## src/rtl/core_sequencer_pkg.sv

```systemverilog
// Shared encodings for the core sequencer. The top level and the debug
// LED mapping decode mode/stage with these same values.
package core_sequencer_pkg;

  typedef enum logic [1:0] {
    MODE_STALL = 2'd0,
    MODE_LOAD  = 2'd1,
    MODE_EXEC  = 2'd2
  } mode_t;

  typedef enum logic [2:0] {
    ST_FETCH    = 3'd0,
    ST_DECODE   = 3'd1,
    ST_EXECUTE  = 3'd2,
    ST_WRITEREG = 3'd3,
    ST_STOP     = 3'd4
  } stage_t;

  // UART byte that moves the core from STALL into program load.
  localparam logic [7:0] BOOT_BYTE = 8'hAA;

  // Largest stage latency the 4-bit counter can hold with room to spare.
  localparam int unsigned LAT_MAX = 14;

endpackage

```

## src/rtl/core_sequencer.sv

```systemverilog
// Multi-cycle control sequencer: boot mode machine (STALL -> LOAD -> EXEC)
// and per-instruction stage machine with one-cycle latch-enable strobes.
module core_sequencer #(
  parameter int unsigned FETCH_LAT  = 0,
  parameter int unsigned DECODE_LAT = 0,
  parameter int unsigned EXEC_LAT   = 5,
  parameter logic [7:0]  BOOT_BYTE  = core_sequencer_pkg::BOOT_BYTE
) (
  input  logic        clk,
  input  logic        rstn,
  input  logic        rx_ready,
  input  logic [7:0]  rx_data,
  input  logic        load_done,
  input  logic        exec_valid,
  input  logic        stop_req,
  input  logic        hold,
  output logic [1:0]  mode,
  output logic [2:0]  stage,
  output logic [3:0]  latency,
  output logic        fd_we,
  output logic        de_we,
  output logic        ew_we,
  output logic        wb_we,
  output logic        wb_clr,
  output logic        halted,
  output logic [31:0] retired
);

  import core_sequencer_pkg::*;

  // The counter is only 4 bits wide; reject parameter sets it cannot count to.
  if (FETCH_LAT > LAT_MAX || DECODE_LAT > LAT_MAX || EXEC_LAT > LAT_MAX) begin : g_lat_check
    $error("core_sequencer: FETCH_LAT, DECODE_LAT and EXEC_LAT must each be <= 14");
  end

  localparam logic [3:0] FETCH_LAT_L  = 4'(FETCH_LAT);
  localparam logic [3:0] DECODE_LAT_L = 4'(DECODE_LAT);
  localparam logic [3:0] EXEC_LAT_L   = 4'(EXEC_LAT);

  mode_t       mode_q;
  stage_t      stage_q;
  logic [3:0]  latency_q;
  logic [31:0] retired_q;

  // Strobe decode from the registered stage/count plus the live handshakes.
  always_comb begin
    // NOTE: every output gets a default first so no path can infer a latch.
    fd_we  = 1'b0;
    de_we  = 1'b0;
    ew_we  = 1'b0;
    wb_we  = 1'b0;
    wb_clr = 1'b0;
    if (mode_q == MODE_EXEC) begin
      case (stage_q)
        ST_FETCH:    fd_we  = !hold && (latency_q == FETCH_LAT_L);
        ST_DECODE:   de_we  = (latency_q == DECODE_LAT_L);
        ST_EXECUTE:  ew_we  = exec_valid && (latency_q == EXEC_LAT_L);
        ST_WRITEREG: begin
          wb_we  = (latency_q == 4'd0);
          wb_clr = (latency_q != 4'd0);
        end
        default: ;
      endcase
    end
  end

  // Mode machine, stage machine, stage counter and retire counter.
  always_ff @(posedge clk or negedge rstn) begin
    if (!rstn) begin
      mode_q    <= MODE_STALL;
      stage_q   <= ST_FETCH;
      latency_q <= 4'd0;
      retired_q <= 32'd0;
    end else begin
      // NOTE: state registers use non-blocking assignments so every branch
      // below sees the pre-edge values of all registers.
      case (mode_q)
        MODE_STALL: if (rx_ready && rx_data == BOOT_BYTE) mode_q <= MODE_LOAD;
        MODE_LOAD:  if (load_done) mode_q <= MODE_EXEC;
        default: ;
      endcase

      if (mode_q == MODE_EXEC) begin
        case (stage_q)
          ST_FETCH: begin
            if (hold) begin
              latency_q <= 4'd0;
            end else if (fd_we) begin
              latency_q <= 4'd0;
              stage_q   <= ST_DECODE;
            end else begin
              latency_q <= latency_q + 4'd1;
            end
          end
          ST_DECODE: begin
            if (de_we) begin
              latency_q <= 4'd0;
              stage_q   <= ST_EXECUTE;
            end else begin
              latency_q <= latency_q + 4'd1;
            end
          end
          ST_EXECUTE: begin
            // Once the count is reached it holds until the result is valid.
            if (ew_we) begin
              latency_q <= 4'd0;
              stage_q   <= ST_WRITEREG;
            end else if (latency_q < EXEC_LAT_L) begin
              latency_q <= latency_q + 4'd1;
            end
          end
          ST_WRITEREG: begin
            if (latency_q == 4'd0) begin
              latency_q <= 4'd1;
            end else begin
              latency_q <= 4'd0;
              retired_q <= retired_q + 32'd1;
              stage_q   <= stop_req ? ST_STOP : ST_FETCH;
            end
          end
          default: ;  // ST_STOP is terminal until reset
        endcase
      end
    end
  end

  assign mode    = mode_q;
  assign stage   = stage_q;
  assign latency = latency_q;
  assign retired = retired_q;
  assign halted  = (stage_q == ST_STOP);

endmodule
```

## config.mk

```make
export PLATFORM = sky130hd
export DESIGN_NAME = core_sequencer
export DESIGN_NICKNAME = d
export VERILOG_FILES = /design/src/rtl/core_sequencer_pkg.sv /design/src/rtl/core_sequencer.sv
export SDC_FILE = /design/constraint.sdc
export NUM_CORES = 1
export LEC_CHECK = 0
export ABC_AREA = 1
export CAP_MARGIN = 20
export CORE_MARGIN = 1.5
export CORE_UTILIZATION = 55
export CTS_CLUSTER_SIZE = 40
export DETAILED_ROUTE_END_ITERATION = 8
export PLACE_DENSITY_LB_ADDON = 0.1
export SYNTH_ARGS = -nofsm -noshare
export SYNTH_HDL_FRONTEND = slang
export SYNTH_SLANG_ARGS = --single-unit
```

## constraint.sdc

```tcl
create_clock -name clk -period 2.4 [get_ports clk]
set_input_delay 0.48 -clock clk [delete_from_list [all_inputs] [get_ports clk]]
set_output_delay 0.48 -clock clk [all_outputs]
set_load 0.005 [all_outputs]
```

======== Word level (Yosys, flattened, before mapping) ========
Cells that the tools add are included.
cells by class
  add/sub/neg operators ................... 2
  order comparisons ....................... 1
  equality and inequality tests ........... 16
  multiplexer cells ....................... 27
  bitwise operators ....................... 1
  reduce and logical (&&, ||, !) cells .... 14
operators with widths
  cell                     count
  $add A32 B1 Y32 const B  1
  $mux W4                  5
  $mux W3                  6
  $pmux W4 S4              1
  $ne A2 B2 Y1 const B     7
  $pmux W3 S4              1
  $mux W1                  11
  $reduce_and A3 Y1        3
  $eq A8 B8 Y1 const B     1
  $reduce_bool A4 Y1       2
  $reduce_and A7 Y1        1
  $eq A3 B2 Y1 const B     2
  $add A4 B1 Y4 const B    1
  $eq A4 B3 Y1 const B     1
  $logic_not A4 Y1         1
  $lt A4 B3 Y1 const B     1
  $mux W2                  2
  $pmux W2 S2              1
  $eq A3 B1 Y1 const B     1
  $eq A3 B3 Y1 const B     1
  $logic_and A1 B1 Y1      3
  $logic_not A3 Y1         1
  $ne A3 B3 Y1 const B     1
  $eq A2 B1 Y1 const B     1
  other kinds (5)          5
word-level totals
  bits in registers ....................... 41
  bits of input ports ..................... 15
  output and inout port bits .............. 47
  word-level logic and storage cells ...... 65

======== Depth between registers and ports, before layout ========
  depth after elaboration ................. 7
  mapped depth ............................ 11

======== Least setup slack after synthesis ========
No wires, ideal clock.
  kind .................................... reg2out
  from .................................... register latency_q[0], in the netlist latency[0]
  to ...................................... output wb_clr
  data arrival time ....................... 1.136 ns
  setup slack ............................. 0.784 ns
  stages on the path, launching flop included .. 7
  cells stage by stage .................... dfrtp_1 inv_1 ha_1 nand3_2 nand3_2 inv_1 buf_2
between the ends
  cells in the longest elaborated chain, start to end .. 3
RTL lines
  item                    line                   source
  start, declared         core_sequencer.sv:42   logic [3:0] latency_q;
  start signal, assigned  core_sequencer.sv:92   latency_q <= latency_q + 4'd1;
  start signal, assigned  core_sequencer.sv:100  latency_q <= latency_q + 4'd1;
  start signal, assigned  core_sequencer.sv:109  latency_q <= latency_q + 4'd1;
  $reduce_bool A4 Y1      core_sequencer.sv:60   wb_clr = (latency_q != 4'd0);
  $mux W1                 core_sequencer.sv:54   case (stage_q)
  $mux W1                 core_sequencer.sv:53   if (mode_q == MODE_EXEC) begin
  end, declared           core_sequencer.sv:24   output logic wb_clr,
Every way passes these cells.

======== Worst setup path in the final report ========
  from .................................... register latency_q[0], in the netlist latency[0]
  to ...................................... output de_we
between the ends
  cells in the longest elaborated chain, start to end .. 3
RTL lines
  item              line                  source
  $logic_not A4 Y1  core_sequencer.sv:56  ST_DECODE: de_we = (latency_q == DECODE_LAT_L);
  $mux W1           core_sequencer.sv:54
  $mux W1           core_sequencer.sv:53
  end, declared     core_sequencer.sv:21  output logic de_we,
Every way passes these cells.

==> results.sh <==
export IMPL_status="complete, but fails checks"
export IMPL_violations="setup timing"
export IMPL_grt_usage=0.268
export IMPL_avgSynthCellArea_um2=6.72
export IMPL_crit_fanout=5
export IMPL_timing_final_crit_share=1.00
export IMPL_p_leak_nw=1.66
export IMPL_wl_per_cell_um=12.4
export IMPL_grt_overflow=0
export IMPL_post_synth_top_area_cell="dfrtp_1"
export IMPL_total_power_mw=1.26
export IMPL_cap_violations=0
export IMPL_hold_ws_ps=311
export IMPL_end_kind="output pin"
export IMPL_port_buffers=61
export IMPL_clock_latency_ps=290
export IMPL_core_area_mm2=0.00475
export IMPL_place_hpwl_um=4980
export IMPL_dieArea_mm2=0.00538
export IMPL_async_flop_share=1.00
export IMPL_finalWirelength_um=6770
export IMPL_crit_type="reg2out"
export IMPL_synth_edff_count=0
export IMPL_grt_pass1_wl_um=11500
export IMPL_die_y_um=73.3
export IMPL_synth_seq_cells=41
export IMPL_first_pass_iters=5
export IMPL_clk_pin_slew_ps=80
export IMPL_hp_class="in2async"
export IMPL_drive_above_1_share=0.0776
export IMPL_cts_sinks=41
export IMPL_maxSlewHeadroom=0.402
export IMPL_start_kind="flip-flop"
export IMPL_ios=62
export IMPL_grt_max_degree=42
export IMPL_clockBufferDepth=2
export IMPL_synth_most_common_cell="nand2_1"
export IMPL_pre_cts_slack_ps=42.9
export IMPL_vias=2804
export IMPL_start_util=0.572
export IMPL_finClkSkew_ps=4.32
export IMPL_synthTopCellsByCount="152 x nand2_1, 75 x nor2_1, 41 x dfrtp_1"
export IMPL_fmax_mhz=417
export IMPL_peakVddDrop_mv=0.317
export IMPL_drv_slew=0
export IMPL_drt_antenna_violating_nets=0
export IMPL_antenna_found_initial=0
export IMPL_diodes=0
export IMPL_cp_arrival_ps=1920
export IMPL_finalHoldViolations=0
export IMPL_yosysWarnings=0
export IMPL_syn_nets=424
export IMPL_grt_pass1_vias=2725
export IMPL_power_density_mw_per_mm2=354
export IMPL_synth_area_leaders="dfrtp_1 38%, nand2_1 21%, nor2_1 10%"
export IMPL_nets=495
export IMPL_root_buffer="clkbuf_8"
export IMPL_fin_util=0.751
export IMPL_area_growth_pct=31.2
export IMPL_rows=25
export IMPL_period_needed_ps=2400
export IMPL_required_ps=1920
export IMPL_setup_viol=1
export IMPL_drt_iter0_drc=184
export IMPL_tritoncts="done"
export IMPL_drc=0
export IMPL_cts_hold_buf=0
export IMPL_synthFlopType="dfrtp_1"
export IMPL_routabilityCongestion=0.921
export IMPL_rr_worst_depth=10
export IMPL_vias_per_cell=5.15
export IMPL_h_tree_depth=2
export IMPL_syn_area_mm2=0.00272
export IMPL_setup_ws_ps=-0.507
export IMPL_ys_seq_area_frac=0.377
export IMPL_syn_instance_count=405
export IMPL_die_w_um=73.3
export IMPL_worst_pin_slew_ps=898
export IMPL_synth_top_area_share=0.377
export IMPL_ys_types=29
export IMPL_cts_buffers=5
==> critical path, cell delays in order (launching register included) <==
cell and delay [ps]:
dfrtp_1 420, inv_2 90, ha_4 150, nand3_4 100
inv_2 90, nand2_1 110, nor2_2 150, clkdlybuf4s50_1 520
==> layout make-up <==
class / count / area (um2)
flip-flops and latches: 41 / 1030
clock buffers: 6 / 72.6
fillers: 378 / 1180
repair buffers: 69 / 668
well taps: 67 / 83.8
inverters: 40 / 150
clock inverters: 2 / 10.0
multi-input cells: 319 / 1560
==> final timing paths <==
check	start	end	slack (ps)
hold / removal	rstn	retired[10]	310
min in group clk	retired[8]	retired[8]	520
setup reg to reg	retired[0]	retired[16]	590
hold reg to reg	retired[8]	retired[8]	520
max in group asynchronous	rstn	retired[22]	1540
setup / recovery	latency[0]	de_we	-0.5
==> per-layer routing <==
metal	part of all wire	wire length, um	vias to the layer above	GRT usage
li1	-	-	1391	-
met1	0.41	2790	1271	0.315
met2	0.50	3370	111	0.478
met3	0.053	359	31	0.0466
met4	0.037	251	0	0.117
met5	0	0	-	0
==> cells by family after synthesis <==
logic type / count (synthesis) / share of synthesized area
and+or+nand+nor: 266 / 0.411
buffers and inverters: 45 / 0.0667
DFF: 41 / 0.377
AOI/OAI and AO/OA: 27 / 0.0561
xor gates and xnor gates: 22 / 0.0708
adders and majority gates: 4 / 0.0184
==> through the flow <==
step	std cells	TNS, ps	cell area [um2]
2_1_floorplan	405	0	2720
3_3_place_gp	530	0	3390
3_5_place_dp	530	0	3390
4_1_cts	540	0	3500
5_1_grt	544	-44.0	3570
6_report	544	-0.507	3570
==> layout by cell type (no fill, tap or decap) <==
master / netlist / routed
clkinv_2: 0 / 2
nor4b_1: 1 / 1
nor4_2: 0 / 1
clkbuf_1: 0 / 1
inv_2: 1 / 4
o21ai_1: 1 / 1
nand3_4: 0 / 1
o211ai_1: 1 / 1
xor2_1: 19 / 19
nand3b_1: 4 / 4
nor2_4: 2 / 4
buf_4: 0 / 8
or2_2: 1 / 1
nor2_8: 1 / 1
nor3_1: 2 / 2
clkdlybuf4s50_1: 0 / 59
nand4_1: 3 / 3
o21ai_0: 14 / 14
nand2_1: 152 / 152
nand2_4: 1 / 1
inv_1: 39 / 36
nand3_1: 16 / 16
ha_1: 4 / 3
clkbuf_8: 0 / 5
a21boi_0: 6 / 6
ha_4: 0 / 1
dfrtp_1: 41 / 41
nand2_2: 3 / 3
nor2_1: 75 / 71
buf_2: 4 / 1
nor2_2: 1 / 3
nor3b_1: 1 / 1
xnor2_1: 3 / 3
nand3_2: 2 / 1
a21oi_1: 5 / 5
dlymetal6s2s_1: 0 / 1
==> flip-flops by register name (all words and copies together), names as in the netlist <==
signal	cells
latency	4
retired	32
mode	2
stage	3
==> where the power goes <==
group / leakage, nW / total, mW / internal (mW) / switching [mW]
registers: 0.547 / 0.708 / 0.700 / 0.00833
logic: 1.07 / 0.114 / 0.0485 / 0.0656
clock network: 0.0450 / 0.442 / 0.202 / 0.240
total: 1.66 / 1.26 / 0.950 / 0.314
==> what timing repair did <==
item,CTS,global route
setup buffers,2,4
setup endpoints to repair,3,5
gates resized for setup,2,12
gates cloned,0,0
pin swaps,2,1
(Power assumes the default switching activity.)
